$ cat config.mk
export PLATFORM = sky130hd
export DESIGN_NAME = cdb_arbiter_flat
export DESIGN_NICKNAME = d
export VERILOG_FILES = /design/src/rtl/cdb_arbiter_if.sv /design/src/rtl/cdb_arbiter.sv /design/src/flat_wrapper.sv
export SDC_FILE = /design/constraint.sdc
export NUM_CORES = 1
export LEC_CHECK = 0
export BUFFER_PORTS_ARGS = -buffer_cell sky130_fd_sc_hd__buf_2
export CAP_MARGIN = 10
export CORE_ASPECT_RATIO = 0.9
export CORE_MARGIN = 4
export CORE_UTILIZATION = 50
export DETAILED_ROUTE_END_ITERATION = 10
export GPL_ROUTABILITY_DRIVEN = 0
export PLACE_DENSITY = 0.76
export REMOVE_ABC_BUFFERS = 1
export SYNTH_ARGS = -nofsm -noshare
export SYNTH_HDL_FRONTEND = slang
export SYNTH_SLANG_ARGS = --single-unit
export TNS_END_PERCENT = 5
$ cat constraint.sdc
create_clock -name clockIn -period 2.9 [get_ports clockIn]
set_clock_uncertainty 0.05 [all_clocks]
set_input_delay 0.29 -clock clockIn [delete_from_list [all_inputs] [get_ports clockIn]]
set_output_delay 0.29 -clock clockIn [all_outputs]
set_load 0.01 [all_outputs]
$ cat src/rtl/cdb_arbiter_if.sv
// Bundle of the producer push ports, the stall backpressure and the shared
// result broadcast port of the common-data-bus arbiter.
interface cdb_arbiter_if #(
  parameter int ROB_WIDTH = 4
);
  logic                 readyIn;
  logic                 clearIn;
  logic                 aluValid;
  logic [ROB_WIDTH-1:0] aluRobIndex;
  logic [31:0]          aluVal;
  logic                 aluStall;
  logic                 lsbValid;
  logic [ROB_WIDTH-1:0] lsbRobIndex;
  logic [31:0]          lsbVal;
  logic                 lsbStall;
  logic                 cdbValid;
  logic [ROB_WIDTH-1:0] cdbRobIndex;
  logic [31:0]          cdbVal;
  logic                 cdbSource;
  logic                 overflowErr;

  modport slave (
    input  readyIn, clearIn,
    input  aluValid, aluRobIndex, aluVal,
    input  lsbValid, lsbRobIndex, lsbVal,
    output aluStall, lsbStall,
    output cdbValid, cdbRobIndex, cdbVal, cdbSource, overflowErr
  );

  modport master (
    output readyIn, clearIn,
    output aluValid, aluRobIndex, aluVal,
    output lsbValid, lsbRobIndex, lsbVal,
    input  aluStall, lsbStall,
    input  cdbValid, cdbRobIndex, cdbVal, cdbSource, overflowErr
  );
endinterface

$ cat src/rtl/cdb_arbiter.sv
// Common-data-bus arbiter: two small per-source result FIFOs (index 0 = ALU,
// index 1 = LSB) drained round-robin onto one registered broadcast port.
module cdb_arbiter #(
  parameter int ROB_WIDTH  = 4,
  parameter int FIFO_WIDTH = 1
) (
  input  logic          clockIn,
  input  logic          resetIn,
  cdb_arbiter_if.slave  bus
);
  localparam int DEPTH = 2 ** FIFO_WIDTH;
  localparam logic [FIFO_WIDTH:0]   CNT_FULL = (FIFO_WIDTH+1)'(DEPTH);
  localparam logic [FIFO_WIDTH:0]   CNT_ONE  = (FIFO_WIDTH+1)'(1);
  localparam logic [FIFO_WIDTH-1:0] PTR_ONE  = FIFO_WIDTH'(1);

  logic [ROB_WIDTH-1:0]  rob_mem [2][DEPTH];
  logic [31:0]           val_mem [2][DEPTH];
  logic [FIFO_WIDTH-1:0] head [2];
  logic [FIFO_WIDTH-1:0] tail [2];
  logic [FIFO_WIDTH:0]   count [2];
  logic                  last_grant;

  logic                  cdb_valid;
  logic [ROB_WIDTH-1:0]  cdb_rob;
  logic [31:0]           cdb_val;
  logic                  cdb_source;
  logic                  overflow;

  logic [1:0]            in_valid;
  logic [ROB_WIDTH-1:0]  in_rob [2];
  logic [31:0]           in_val [2];
  logic [1:0]            stall;
  logic [1:0]            non_empty;
  logic [1:0]            push;
  logic [1:0]            pop;
  logic                  active;
  logic                  grant_any;
  logic                  grant;

  // Gather both producers into indexable form and decide pushes, stalls and the grant.
  // Stall and candidacy only look at registered counts, so a same-cycle pop never
  // releases a stall and a same-cycle push is never broadcast immediately.
  always_comb begin
    in_valid  = {bus.lsbValid, bus.aluValid};
    in_rob[0] = bus.aluRobIndex;
    in_rob[1] = bus.lsbRobIndex;
    in_val[0] = bus.aluVal;
    in_val[1] = bus.lsbVal;
    active    = bus.readyIn && !bus.clearIn;
    for (int s = 0; s < 2; s++) begin
      stall[s]     = (count[s] == CNT_FULL);
      non_empty[s] = (count[s] != '0);
    end
    grant_any = |non_empty;
    if (non_empty == 2'b11) begin
      grant = ~last_grant;
    end else begin
      grant = non_empty[1];
    end
    push = active ? (in_valid & ~stall) : 2'b00;
    pop  = 2'b00;
    if (active && grant_any) begin
      pop[grant] = 1'b1;
    end
  end

  // FIFO bookkeeping, broadcast register and sticky overflow; reset beats flush beats freeze.
  always_ff @(posedge clockIn) begin
    if (!resetIn) begin
      for (int s = 0; s < 2; s++) begin
        head[s]  <= '0;
        tail[s]  <= '0;
        count[s] <= '0;
      end
      cdb_valid  <= 1'b0;
      cdb_rob    <= '0;
      cdb_val    <= '0;
      cdb_source <= 1'b0;
      overflow   <= 1'b0;
      last_grant <= 1'b1;
    end else if (bus.clearIn) begin
      for (int s = 0; s < 2; s++) begin
        head[s]  <= '0;
        tail[s]  <= '0;
        count[s] <= '0;
      end
      cdb_valid <= 1'b0;
    end else if (bus.readyIn) begin
      for (int s = 0; s < 2; s++) begin
        if (push[s]) begin
          rob_mem[s][tail[s]] <= in_rob[s];
          val_mem[s][tail[s]] <= in_val[s];
          tail[s]             <= tail[s] + PTR_ONE;
        end
        if (pop[s]) begin
          head[s] <= head[s] + PTR_ONE;
        end
        case ({push[s], pop[s]})
          2'b10:   count[s] <= count[s] + CNT_ONE;
          2'b01:   count[s] <= count[s] - CNT_ONE;
          default: count[s] <= count[s];
        endcase
      end
      if ((in_valid & stall) != 2'b00) begin
        overflow <= 1'b1;
      end
      if (grant_any) begin
        cdb_valid  <= 1'b1;
        cdb_rob    <= rob_mem[grant][head[grant]];
        cdb_val    <= val_mem[grant][head[grant]];
        cdb_source <= grant;
        last_grant <= grant;
      end else begin
        cdb_valid <= 1'b0;
      end
    end
  end

  assign bus.aluStall    = stall[0];
  assign bus.lsbStall    = stall[1];
  assign bus.cdbValid    = cdb_valid;
  assign bus.cdbRobIndex = cdb_rob;
  assign bus.cdbVal      = cdb_val;
  assign bus.cdbSource   = cdb_source;
  assign bus.overflowErr = overflow;
endmodule

$ cat src/flat_wrapper.sv
// flat-port wrapper written by rule: the top's interface ports become plain ports
module cdb_arbiter_flat 
#(
  parameter int ROB_WIDTH  = 4,
  parameter int FIFO_WIDTH = 1
)
  (clockIn, resetIn, bus_readyIn, bus_clearIn, bus_aluValid, bus_aluRobIndex, bus_aluVal, bus_lsbValid, bus_lsbRobIndex, bus_lsbVal, bus_aluStall, bus_lsbStall, bus_cdbValid, bus_cdbRobIndex, bus_cdbVal, bus_cdbSource, bus_overflowErr);
  cdb_arbiter_if #(.ROB_WIDTH(ROB_WIDTH)) bus_i ();
  input  logic clockIn;
  input  logic resetIn;
  input wire logic [$bits(bus_i.readyIn)-1:0] bus_readyIn;
  input wire logic [$bits(bus_i.clearIn)-1:0] bus_clearIn;
  input wire logic [$bits(bus_i.aluValid)-1:0] bus_aluValid;
  input wire logic [$bits(bus_i.aluRobIndex)-1:0] bus_aluRobIndex;
  input wire logic [$bits(bus_i.aluVal)-1:0] bus_aluVal;
  input wire logic [$bits(bus_i.lsbValid)-1:0] bus_lsbValid;
  input wire logic [$bits(bus_i.lsbRobIndex)-1:0] bus_lsbRobIndex;
  input wire logic [$bits(bus_i.lsbVal)-1:0] bus_lsbVal;
  output wire logic [$bits(bus_i.aluStall)-1:0] bus_aluStall;
  output wire logic [$bits(bus_i.lsbStall)-1:0] bus_lsbStall;
  output wire logic [$bits(bus_i.cdbValid)-1:0] bus_cdbValid;
  output wire logic [$bits(bus_i.cdbRobIndex)-1:0] bus_cdbRobIndex;
  output wire logic [$bits(bus_i.cdbVal)-1:0] bus_cdbVal;
  output wire logic [$bits(bus_i.cdbSource)-1:0] bus_cdbSource;
  output wire logic [$bits(bus_i.overflowErr)-1:0] bus_overflowErr;
  assign bus_i.readyIn = bus_readyIn;
  assign bus_i.clearIn = bus_clearIn;
  assign bus_i.aluValid = bus_aluValid;
  assign bus_i.aluRobIndex = bus_aluRobIndex;
  assign bus_i.aluVal = bus_aluVal;
  assign bus_i.lsbValid = bus_lsbValid;
  assign bus_i.lsbRobIndex = bus_lsbRobIndex;
  assign bus_i.lsbVal = bus_lsbVal;
  assign bus_aluStall = bus_i.aluStall;
  assign bus_lsbStall = bus_i.lsbStall;
  assign bus_cdbValid = bus_i.cdbValid;
  assign bus_cdbRobIndex = bus_i.cdbRobIndex;
  assign bus_cdbVal = bus_i.cdbVal;
  assign bus_cdbSource = bus_i.cdbSource;
  assign bus_overflowErr = bus_i.overflowErr;
  cdb_arbiter #(.ROB_WIDTH(ROB_WIDTH), .FIFO_WIDTH(FIFO_WIDTH)) u_core (.clockIn(clockIn), .resetIn(resetIn), .bus(bus_i));
endmodule
==> run metrics, run 1 <==
relative max-transition margin 53.0%; Starting Density 51.3%; worst-path maximum fanout 6; total number of vias 4749; Reg clk slew, reported paths about 70 ps; Synth async-reset ratio 0%; Area Growth Syn to Fin 25.5%; synth warn 0; Hold Worst Slack ~13 ps; area leader, netlist edfxtp_1; count of cells resized by post-cts repair 0; outcome complete, no violations; synth unique cells 37; Setup violations, final 0; drt drc 0; drt total wl 16400 µm; top cells by area, synth edfxtp_1 (60%), dfxtp_1 (11%), a32o_1 (4.8%); Final Cycle Share 86.3%; Mean Syn Cell Area around 16 µm²; top_reg_cell synth edfxtp_1; Hold Path Class in2reg; IO Pins about 120; layout cells sized above 1 between 20% and 30%; Post-Layout Cell Count around 870; first-pass GRT wire length ~26000 µm; Max-cap violations 0; vias in the first global route 4910; Core Region between 0.01 and 0.015 mm²; count of nets after finishing about 740; # diodes 0; Die Footprint between 0.015 and 0.02 mm²; leakage 3.48 nW; TritonCTS clock tree built; Worst VDD drop ~550 µV; #FFs+latches synth about 190; initial DRC count between 200 and 300; Antenna Violating Nets Remaining 0; vias per cell between 5 and 6; Synth Instances approximately 480; minimum clock period 2500 ps; CTS Buf Count 17; P per Cell Area slightly above 600 mW/mm²; final hold vios 0; dpl cells approximately 780; RSZ-0062 raised after global routing no; fmax 400 MHz; crit path kind reg2reg; CTS H-tree depth 4; FP Rows 42; Final Max Slew Viols 0; DR pass1 iterations 4; Post-synth EDFFs around 150; Die X-Extent about 140 µm; critical path data arrival time roughly 2600 ps; die height about 120 µm; Num Clock Sinks ~190; grt total ovfl 0; WL/cell 18.9 µm; crit end category register; Mapped Area approximately 0.0076 mm²; sequential area share after synthesis between 70 and 80%; post-DP HPWL around 10000 µm; Root Driver clkbuf_16; CP Data Required Time a little over 3000 ps; Clock Latency Late Sink 430 ps; Worst-Margin Slew between 700 and 800 ps; I/O Buffers ~120; GRT Resource Usage Total 19.5%; element type at the critical path start register; largest net degree at the start of global routing 74; share of the synthesized area in the top cell type approximately three fifths; antenna violations before repair 0; CTS Buffer Depth 2
critical path, cell delays in order, from the launching register on:
cell and delay [ps]:
edfxtp_1 490, or2b_1 240, nand3_1 100, or2_2 290, ha_1 250, or4_1 590, nor3_1 170, nor3_1 70
stage by stage:
step           power [mW]  TNS [ps]  instance area, µm²  setup slack, ps  utilization [%]
6_report             5.81         0                9510              398             64.4
3_3_place_gp         3.62         0                8390              504             56.8
4_1_cts              5.85         0                9500              418             64.4
2_1_floorplan        3.41     -6910                7370             -292                -
5_1_grt              6.02         0                9510              305             64.4
3_5_place_dp         3.64         0                8390              437             56.8
final cells by class:
type                    count  area (µm²)
flip-flops and latches    192        5370
fillers                  1054        5250
multi-input cells         243        2000
repair buffers            191        1310
clock buffers              29         531
well taps                 198         248
inverters                  10        37.5
clock inverters             3        22.5
registers in the layout (all words and copies together) (netlist names):
name,count
u_core.count,4
u_core.last_grant,1
u_core.tail,2
u_core.bus.cdbVal,32
u_core.bus.cdbValid,1
u_core.rob_mem,16
u_core.bus.overflowErr,1
u_core.bus.cdbRobIndex,4
u_core.head,2
u_core.bus.cdbSource,1
u_core.val_mem,128
logic make-up after synthesis:
group                    count (synthesis)  share of synthesized area, %
XOR/XNOR                                 1                         0.116
flip-flops                             192                          70.8
adder cells (fa/ha/maj)                  6                         0.990
AND/OR/NAND/NOR                         77                          5.83
multiplexers                            72                          10.5
AO/OA/AOI/OAI                           87                          8.42
buffers and inverters                   42                          3.32
routing by layer:
metal	track usage (%)	vias up	wire, µm
li1	-	2230	-
met1	25.2	2336	6940
met2	32.2	158	8200
met3	4.81	25	944
met4	6.68	0	311
met5	0	-	0
cells in the mapped netlist (all sizes together), types with 2 or more instances:
master / n
buf: 20
nor2: 12
o31ai: 3
nor3: 6
mux2: 36
ha: 6
edfxtp: 152
nand3: 5
o21ai: 38
o21a: 3
nand2: 4
nor2b: 3
or3: 36
mux2i: 36
inv: 10
nand3b: 2
dfxtp: 40
a32o: 36
a21oi: 5
clkbuf: 12
or2: 2
and2: 2
worst paths after layout:
| path | startpoint | to | slack (ps) | cells after the start |
|---|---|---|---|---|
| hold / removal | bus_lsbVal[21] | u_core.val_mem[1][53] | 10 | 1 |
| setup / recovery | u_core.count[0][1] | u_core.count[1][0] | 400 | 7 |
| hold reg to reg | u_core.bus.cdbRobIndex[3] | u_core.bus.cdbRobIndex[3] | 420 | 1 |
| setup reg to reg | u_core.count[0][1] | u_core.count[1][0] | 400 | 7 |
where the power goes:
part / internal (mW) / switching [mW] / leakage, nW
logic: 0.259 / 0.311 / 1.50
clock network: 1.24 / 0.927 / 0.272
registers: 3.04 / 0.0342 / 1.71
total: 4.54 / 1.27 / 3.48
cell usage in the layout, fill, tap and decap left out, types with 2 or more instances in the layout:
cell type      count
o31ai_1            3
nor2_4             5
inv_1              9
nand3_1            5
o21a_2             2
or3_1             36
nand2_1            4
clkbuf_1           6
ha_1               5
a32o_1            36
mux2i_1           36
nor3_1             6
nor2_1             7
mux2_2             7
dfxtp_1           40
mux2_1            20
clkbuf_16         17
o21ai_0           38
edfxtp_1         152
clkinv_4           2
nand3b_1           2
nor2b_1            3
and2_1             2
or2_2              2
a21oi_1            5
clkbuf_8           6
dlygate4sd3_1     57
mux2_4             9
buf_12             2
buf_2            118
buf_4             14
timing repair:
item / 4_1_cts / 5_1_grt
endpoints found under the hold margin: 108 / 2
hold buffers: 56 / 1
buffers inserted: 0 / 0
(Power assumes the default switching activity.)
==> run 2, diff against run 1 <==
Settings changed: ABC_AREA set to 1, GPL_ROUTABILITY_DRIVEN 0 to 1, PLACE_DENSITY 0.76 to 0.75.
==> run metrics, run 2 <==
outcome complete, no violations; top-count cell post-synth nand2_1; gp weighted congestion between 0.8 and 0.9; largest net degree at the start of global routing 50; sw frac around a quarter; hold path startpoint bus_lsbVal[29]; sequential area share after synthesis ~68%; Die Footprint 0.0178 mm²; worst-path maximum fanout 23; # diodes 0; Critical R2R Launch u_core.count[1][0]; fmax between 400 and 500 MHz; antenna violations before repair 0; CTS Buf Count 17; share of the synthesized area in the top cell type 58.0%; FP Rows 43; Starting Density roughly 50%; GRT Resource Usage Total around a fifth; clock power share between 30% and 40%; crit end category register; DR pass1 iterations 6; drt drc 0; RSZ-0062 raised after global routing no; count of nets after finishing ~1.0k; total number of vias slightly below 6k; layout cells sized above 1 20.4%; Comb power frac between 10% and 20%; fillers ~1.2k; top_reg_cell synth edfxtp_1; max reg flops about 130; Max-cap violations 0; element type at the critical path start register; commonest non-fill, non-tap cell in the layout nand2_1; #FFs+latches synth about 190; Worst Reg-to-Reg Cells 10; critical path data arrival time approximately 2500 ps; CTS Buffer Depth 2; area leader, netlist edfxtp_1; Worst setup startpoint u_core.count[1][0]; final hold vios 0; area of the multi-input gates approximately 0.0022 mm²; grt total ovfl 0; Die X-Extent approximately 140 µm; top cells by area, synth edfxtp_1 (58%), nand2_1 (16%), dfxtp_1 (10%); IO Pins between 100 and 150; I/O Buffers roughly 120; drt total wl roughly 18000 µm; Placed Area roughly 0.0087 mm²; most frequent cells in the layout nand2_1 (340), edfxtp_1 (152), buf_2 (118), nand3_1 (77), dlygate4sd3_1 (54); Commonest cells post-synth nand2_1 (341), edfxtp_1 (152), nand3_1 (77); capture point of the worst reg-to-reg path u_core.count[1][1]; post-DP HPWL around 11000 µm; Synth Instances approximately 750; post-route cell area between 0.009 and 0.01 mm²; Post-synth EDFFs about 150; Clock Latency Late Sink approximately 420 ps; Worst-Margin Slew between 500 and 600 ps; Hold Worst Slack 20.3 ps; Mapped Area roughly 0.0079 mm²; Reg clk slew, reported paths around 70 ps; Antenna Violating Nets Remaining 0; initial DRC count 486; register-to-register setup slack ~450 ps; Mean Syn Cell Area between 10 and 15 µm²; Sequential Area 0.00537 mm²; TritonCTS clock tree built; Post-Layout Cell Count 1134; CTS H-tree depth 4; crit path kind reg2reg; Num Clock Sinks 192; Hold Path Class in2reg; minimum clock period 2450 ps; dpl cells 1049; Post-CTS Setup Inserts 0; cts hold-fix bufs between 50 and 60; Final Cycle Share between 80% and 90%; vias per cell between 5 and 6; CP Data Required Time a little under 3000 ps; first-pass GRT wire length 28500 µm; synth warn 0; leakage 4.14 nW; count of cells resized by post-cts repair 0; Synth async-reset ratio 0%; P per Cell Area 638 mW/mm²; synth unique cells 25; Net Sw Power roughly 1.5 mW; setup TNS 0 ps; WHS Path Cells 1; Worst VDD drop 450 µV; die height approximately 130 µm; Final Max Slew Viols 0; Core Region 0.0154 mm²; relative max-transition margin between 60 and 70%; Setup crit end u_core.count[1][1]; WL/cell around 16 µm; Area Growth Syn to Fin 24.5%; Setup violations, final 0; Reg power frac between 40% and 50%; vias in the first global route 5546; Int Pwr between 4 and 5 mW; Root Driver clkbuf_16
==> run 2: worst min path at each step <==
stage | endpoint | slack [ps]
2_1_floorplan | u_core.rob_mem[0][0] | 340
3_3_place_gp | u_core.bus.cdbVal[2] | 400
3_5_place_dp | u_core.bus.cdbVal[27] | 410
4_1_cts | u_core.val_mem[1][41] | 1
5_1_grt | u_core.val_mem[1][29] | 2
6_report | u_core.val_mem[1][61] | 20
==> run 2: logic make-up (layout without fill, tap and decap cells) <==
| kind of cell | count (synthesis) | after routing | synth area share (%) |
|---|---|---|---|
| fa+ha+maj | 6 | 6 | 0.953 |
| flops | 192 | 192 | 68.1 |
| compound gates | 51 | 51 | 3.94 |
| buf+inv | 65 | 245 | 4.43 |
| simple gates | 438 | 438 | 22.6 |
==> run 2: routing by layer <==
layer	share of wire [%]	global-route usage [%]
met1	42	26.5
met2	50	34.7
met3	7.3	5.39
met4	0.81	7.01
met5	0	0
==> run 2: per-stage QoR <==
stage | utilization, % | worst slack (ps) | power (mW)
floorplan | - | -1420 | 3.61
global placement | 56.2 | 617 | 3.90
detailed placement | 56.2 | 560 | 3.92
CTS | 63.4 | 451 | 6.29
global route | 63.5 | 280 | 6.51
finish | 63.5 | 446 | 6.25
==> run 2: worst max-delay path: stages (launching register included) <==
cell      delay, ps
edfxtp_1        390
inv_1           120
ha_1            210
inv_2            80
nand2_2         100
buf_4           280
nor2_1          110
inv_1           160
ha_1            200
nor2_1           50
o31ai_1         350
==> run 2: cell type report <==
| cell class | instances | area share (%) |
|---|---|---|
| clock buffers | 22 | 4.63 |
| clock inverters | 9 | 1.37 |
| inverters | 23 | 0.880 |
| multi-input cells | 495 | 22.5 |
| flip-flops and latches | 192 | 54.7 |
| well taps | 202 | 2.58 |
| repair buffers | 191 | 13.4 |
==> run 2: power by group through the flow <==
stage	Clock, mW	Sequential, mW	Combinational [mW]
after floorplan	0	3.14	0.466
after global placement	0	3.13	0.765
after detailed placement	0	3.14	0.782
after CTS	2.37	3.08	0.847
after global routing	2.48	3.08	0.951
final	2.33	3.08	0.847
